<file path="src/rtl/fifo_2c_pop_reader.sv">
// fifo_2c_pop_reader
// Destination-domain reader for the pop side of a dual-clock FIFO. It issues
// pops and absorbs the FIFO's registered read latency (RD_LAT, legal 0..2)
// through a small skid buffer of RD_LAT+1 words. Output is a valid/ready
// stream that sustains one word per cycle under backpressure. It also
// sequences a FIFO clear on request: drain, discard, pulse clr, then wait.
module fifo_2c_pop_reader #(
    parameter int unsigned WIDTH  = 8,
    parameter int unsigned RD_LAT = 1,
    parameter int unsigned CNT_W  = 16
) (
    input  logic             clk_d,
    input  logic             rst_d,
    input  logic             fifo_empty_d,
    input  logic [WIDTH-1:0] fifo_data_d,
    output logic             fifo_pop_d_n,
    output logic             fifo_clr_d,
    input  logic             fifo_clr_cmplt_d,
    output logic             m_valid,
    output logic [WIDTH-1:0] m_data,
    input  logic             m_ready,
    input  logic             flush_req,
    output logic             flush_busy,
    output logic [CNT_W-1:0] word_cnt
);

    // Buffer depth covers every word that can be in flight plus the head.
    localparam int unsigned DEPTH = RD_LAT + 1;
    localparam int unsigned PTR_W = (DEPTH > 1) ? $clog2(DEPTH) : 1;
    localparam int unsigned BC_W  = $clog2(DEPTH + 1);
    localparam int unsigned SR_W  = (RD_LAT > 0) ? RD_LAT : 1;
    localparam int unsigned SUM_W = BC_W + 2;

    typedef enum logic [1:0] {
        ST_RUN   = 2'd0,
        ST_DRAIN = 2'd1,
        ST_CLR   = 2'd2,
        ST_WAIT  = 2'd3
    } state_e;

    state_e             state_q;
    state_e             state_nxt;

    logic [WIDTH-1:0]   buf_mem [DEPTH];
    logic [PTR_W-1:0]   wr_ptr_q;
    logic [PTR_W-1:0]   rd_ptr_q;
    logic [BC_W-1:0]    buf_cnt_q;
    logic [SR_W-1:0]    sr_q;
    logic [CNT_W-1:0]   word_cnt_q;

    logic               xfer_c;
    logic               pop_c;
    logic               capture_c;
    logic               wr_en_c;
    logic               buf_clr_c;
    logic [SUM_W-1:0]   inflight_c;
    logic [SUM_W-1:0]   occ_c;

    // Wrapping pointer increment for a depth that need not be a power of two.
    function automatic logic [PTR_W-1:0] ptr_inc(input logic [PTR_W-1:0] p);
        if (p == PTR_W'(DEPTH - 1)) begin
            ptr_inc = '0;
        end else begin
            ptr_inc = p + PTR_W'(1);
        end
    endfunction

    // Stream side: valid whenever the buffer holds a word (buffer is empty outside RUN).
    assign m_valid  = (state_q == ST_RUN) && (buf_cnt_q != '0);
    assign m_data   = buf_mem[rd_ptr_q];
    assign xfer_c   = m_valid && m_ready;
    assign word_cnt = word_cnt_q;

    // Number of pops issued whose data has not yet been captured.
    always_comb begin
        inflight_c = '0;
        for (int i = 0; i < SR_W; i++) begin
            inflight_c = inflight_c + SUM_W'(sr_q[i]);
        end
    end

    // Occupancy the buffer would have if every outstanding read landed now.
    assign occ_c = SUM_W'(buf_cnt_q) + inflight_c - SUM_W'(xfer_c);

    // In-flight marker pipeline; with zero latency the capture is the pop itself.
    generate
        if (RD_LAT == 0) begin : g_lat0
            assign sr_q      = '0;
            assign capture_c = pop_c;
        end else begin : g_latn
            always_ff @(posedge clk_d) begin
                if (rst_d) begin
                    sr_q <= '0;
                end else begin
                    sr_q <= SR_W'({sr_q, pop_c});
                end
            end
            assign capture_c = sr_q[SR_W-1];
        end
    endgenerate

    // Captured words land only in RUN; the flush request cycle and CLR empty the buffer.
    assign buf_clr_c = ((state_q == ST_RUN) && flush_req) || (state_q == ST_CLR);
    assign wr_en_c   = capture_c && (state_q == ST_RUN) && !buf_clr_c;

    // Buffer storage.
    always_ff @(posedge clk_d) begin
        if (rst_d) begin
            for (int i = 0; i < DEPTH; i++) begin
                buf_mem[i] <= '0;
            end
        end else if (wr_en_c) begin
            buf_mem[wr_ptr_q] <= fifo_data_d;
        end
    end

    // Buffer pointers and occupancy; simultaneous write and read hold the count.
    always_ff @(posedge clk_d) begin
        if (rst_d) begin
            wr_ptr_q  <= '0;
            rd_ptr_q  <= '0;
            buf_cnt_q <= '0;
        end else if (buf_clr_c) begin
            wr_ptr_q  <= '0;
            rd_ptr_q  <= '0;
            buf_cnt_q <= '0;
        end else begin
            if (wr_en_c) begin
                wr_ptr_q <= ptr_inc(wr_ptr_q);
            end
            if (xfer_c) begin
                rd_ptr_q <= ptr_inc(rd_ptr_q);
            end
            unique case ({wr_en_c, xfer_c})
                2'b10:   buf_cnt_q <= buf_cnt_q + BC_W'(1);
                2'b01:   buf_cnt_q <= buf_cnt_q - BC_W'(1);
                default: buf_cnt_q <= buf_cnt_q;
            endcase
        end
    end

    // Delivered-word counter, wraps naturally.
    always_ff @(posedge clk_d) begin
        if (rst_d) begin
            word_cnt_q <= '0;
        end else if (xfer_c) begin
            word_cnt_q <= word_cnt_q + CNT_W'(1);
        end
    end

    // FSM state register.
    always_ff @(posedge clk_d) begin
        if (rst_d) begin
            state_q <= ST_RUN;
        end else begin
            state_q <= state_nxt;
        end
    end

    // FSM next state: flush drains reads, clears for one cycle, then waits for completion.
    always_comb begin
        state_nxt = state_q;
        unique case (state_q)
            ST_RUN: begin
                if (flush_req) begin
                    state_nxt = ST_DRAIN;
                end
            end
            ST_DRAIN: begin
                if (inflight_c == '0) begin
                    state_nxt = ST_CLR;
                end
            end
            ST_CLR: begin
                state_nxt = ST_WAIT;
            end
            ST_WAIT: begin
                if (fifo_clr_cmplt_d) begin
                    state_nxt = ST_RUN;
                end
            end
            default: begin
                state_nxt = ST_RUN;
            end
        endcase
    end

    // FSM outputs: pop only in RUN with room for every outstanding read, and not while a flush starts.
    always_comb begin
        pop_c      = 1'b0;
        fifo_clr_d = 1'b0;
        flush_busy = 1'b1;
        unique case (state_q)
            ST_RUN: begin
                flush_busy = 1'b0;
                pop_c      = !fifo_empty_d && !flush_req && (occ_c < SUM_W'(DEPTH));
            end
            ST_CLR: begin
                fifo_clr_d = 1'b1;
            end
            default: begin
                pop_c = 1'b0;
            end
        endcase
        fifo_pop_d_n = !pop_c;
    end

endmodule

</file>
<file path="config.mk">
export PLATFORM = sky130hd
export DESIGN_NAME = fifo_2c_pop_reader
export DESIGN_NICKNAME = d
export VERILOG_FILES = /design/src/rtl/fifo_2c_pop_reader.sv
export SDC_FILE = /design/constraint.sdc
export NUM_CORES = 1
export LEC_CHECK = 0
export CAP_MARGIN = 20
export CORE_ASPECT_RATIO = 1.2
export CORE_MARGIN = 5
export CORE_UTILIZATION = 50
export DETAILED_ROUTE_END_ITERATION = 12
export PLACE_DENSITY = 0.79
export SLEW_MARGIN = 20
export SYNTH_ARGS = -nofsm -noshare
export SYNTH_HDL_FRONTEND = slang
export SYNTH_SLANG_ARGS = --single-unit
</file>
<file path="constraint.sdc">
create_clock -name clk_d -period 2.8 [get_ports clk_d]
set_input_delay 0.28 -clock clk_d [delete_from_list [all_inputs] [get_ports clk_d]]
set_output_delay 0.28 -clock clk_d [all_outputs]
set_load 0.02 [all_outputs]
</file>
==> results.py <==
metrics = {
    "logic_synthesis": {
        "yosys.area.top_type": "dfxtp_1",
        "syn-cell-area_mm2": 0.001937,
        "synth_fp_nets": 208,
        "ys.flop_type": "dfxtp_1",
        "yosys-top-cells-area": "dfxtp_1 25%, edfxtp_1 25%, ha_1 5.8%",
        "syn_area_per_cell_um2": 10.53,
        "ys_seq_area_share_pct": 49.61,
        "synth_top_area_share_pct": 24.81,
        "synth_edf_count": 16,
        "synthDistinctLibCells": 39,
        "yosysWarnings": 0,
        "ys_ff_latch": 40,
        "synth_commonest_cells": "24 x dfxtp_1, 21 x nor2_1, 17 x and2_1",
        "ys_async_sr_fraction_pct": 0,
        "synth_cells": 184,
        "yosysMostFrequentCell": "dfxtp_1",
    },
    "clock_network": {
        "clk-insertion-delay-late_ns": 0.28,
        "clkSinkCount": 40,
        "htree_num_levels": 2,
        "holdBufCountCts": 0,
        "numCtsBuffers": 5,
        "cts-root-buf": "clkbuf_8",
        "cts_buffer_depth": 2,
        "cts_tree": "built",
        "clk_pin_slew_worst_paths_ns": 0.07,
    },
    "hold_path": {
        "hold_class": "flip-flop to flip-flop",
    },
    "cells_and_area": {
        "layout-drive-gt1-share_pct": 17.84,
        "multi_input_area_um2": 950.9,
        "num-fill-cells": 273,
        "stdcell_count": 293,
        "finish.utilization_pct": 71.54,
        "stdcell_area_mm2": 0.002643,
        "fin_nets": 264,
        "syn2layout_area_growth_pct": 36.43,
        "ff_latch_area_um2": 963.4,
        "num_antenna_cells": 0,
    },
    "floorplan": {
        "die_w_um": 66.82,
        "fp.coreArea_mm2": 0.003694,
        "start_util_pct": 52.44,
        "ios": 42,
        "num_rows": 24,
        "die_y_um": 78.18,
        "die-area_mm2": 0.005224,
    },
    "sta": {
        "finalCritPeriodShare_pct": 97.36,
        "fin_crit_ns": 2.726,
        "slew_headroom_pct": 34.41,
        "fin_skew_ns": 0.002423,
        "finalSetupViolCount": 0,
        "drv_slew": 0,
        "hold_violations": 0,
        "fmax_mhz": 366.8,
        "worst-slew-pin-transition_ns": 0.9749,
    },
    "placed_design": {
        "dp.final_hpwl_mm": 2.858,
        "gp_congestion": 0.7613,
        "port_buffers": 41,
        "dp_cells": 284,
        "placed_area_mm2": 0.002485,
    },
    "grt": {
        "antenna_found_initial": 0,
        "grt_max_degree": 23,
        "grt_pass1_wl_mm": 6.313,
        "grt_usage_pct": 15.45,
        "overflow": 0,
        "grt_pass1_vias": 1466,
    },
    "critical_path": {
        "path_cells": "inv_1 > ha_4 > o211ai_2 > inv_2 > ha_4 > nor2b_2 > fa_1 > nor4_2 > o21ai_1 > buf_4",
        "crit_arrival_ns": 2.45,
        "crit_top_cell": "ha_4",
        "crit_path_max_fanout": 2,
        "cp.required_ns": 2.52,
        "crit_slowest_cell": "fa_1",
        "worst-setup-path-type": "flip-flop to output pin",
        "slowest_delay_ns": 0.45,
        "cp-end-kind": "output pin",
        "critPathLaunchType": "flip-flop",
    },
    "route": {
        "wl_per_cell_um": 13.42,
        "routed_wl_mm": 3.933,
        "ant_nets": 0,
        "dr_total_vias": 1485,
        "drc": 0,
        "drt-initial-drc-count": 43,
        "drt-pass1-iter-count": 4,
        "via_per_inst": 5.068,
    },
    "flow_run": {
        "max_cap_viol_count": 0,
    },
    "power": {
        "p_leak_nw": 0.9925,
        "power_mw": 1.523,
        "power.density_mw_per_mm2": 576.3,
        "max-vdd-ir-drop_mv": 0.4087,
    },
    "status": {
        "outcome": "finished, final reports clean",
    },
}
-- layout make-up --
| cell class | count | share of cell area, % |
|---|---|---|
| Clock inverter | 2 | 1.278 |
| Clock buffer | 6 | 3.125 |
| Timing Repair Buffer | 55 | 19.41 |
| Multi-Input combinational cell | 129 | 35.98 |
| Tap cell | 52 | 2.462 |
| Inverter | 9 | 1.278 |
| Sequential cell | 40 | 36.46 |
-- metrics by stage --
stage | hold WS [ns] | setup TNS [ns] | setup slack (ns)
floorplan | 0.4782 | 0 | 0.1640
global placement | 0.4630 | -0.1990 | -0.1990
detailed placement | 0.4853 | -0.2967 | -0.2967
CTS | 0.4962 | 0 | 0.06574
global route | 0.5453 | -0.07894 | -0.07894
finish | 0.4909 | 0 | 0.07400
-- metal layers --
metal	GRT usage, %	share of wire, %	vias to the layer above
met5	0	0	-
li1	-	-	749
met3	3.571	5.6	7
met2	27.88	51	34
met1	17.42	42	695
met4	5.488	1.2	0
-- placed cells by master, fill, tap and decap left out, types with 2 or more instances in the layout --
cell             netlist  final
a21oi_1                6      6
and2_1                17     17
and3_1                 2      2
buf_4                  0     15
clkbuf_8               0      6
clkdlybuf4s50_1        0     40
dfxtp_1               24     22
dfxtp_2                0      2
edfxtp_1              16     16
ha_1                   9      7
ha_4                   0      2
inv_1                  9      8
mux2_2                10     10
nand2_1                7      7
nand3_1                5      5
nand4_1                4      4
nor2_1                21     21
nor2b_1                3      2
nor3_1                 2      2
nor4_1                 3      2
o21ai_0                5      4
or2_2                  2      2
or3_1                  4      4
xnor2_1                7      7
xor2_1                 6      6
-- flip-flops by register name, summed over array words and instances, names as in the netlist, named ones only --
signal / flops
buf_cnt_q: 2
buf_mem: 16
capture_c: 1
rd_ptr_q: 1
state_q: 2
word_cnt: 16
wr_ptr_q: 1
-- what timing repair did --
action                     4_1_cts  5_1_grt
setup endpoints to repair        1        1
buffers inserted                 0        1
resized for setup                7        8
pin swaps                        0        3
-- cells by family after synthesis --
| kind of cell | Yosys count | synth area share, % |
|---|---|---|
| simple gates | 76 | 21.64 |
| flops | 40 | 49.61 |
| compound gates | 19 | 6.654 |
| buf+inv | 15 | 3.035 |
| xor+xnor | 13 | 5.879 |
| mux | 11 | 6.331 |
| fa+ha+maj | 10 | 6.848 |
-- power by group --
group	switching, mW	internal [mW]	total (mW)
combinational	0.201	0.195	0.396
sequential	0.0126	0.638	0.650
clock	0.190	0.287	0.476
total	0.403	1.12	1.52
-- worst paths after layout --
path                            depth (start not counted)  slack, ns         start            to
worst min-delay path                                    2       0.49  word_cnt[15]  word_cnt[15]
worst max register to register                         11       0.55    state_q[0]     capture_c
worst min register to register                          2       0.49  word_cnt[15]  word_cnt[15]
worst max-delay path                                   10       0.07    state_q[0]  fifo_pop_d_n
-- critical path: cells and delay by family (launching register included) --
family | cells | cell delay (ns)
simple gates | 2 | 0.45
flops | 1 | 0.32
compound gates | 2 | 0.23
fa+ha+maj | 3 | 0.80
buf+inv | 3 | 0.38
(Power assumes the default switching activity.)
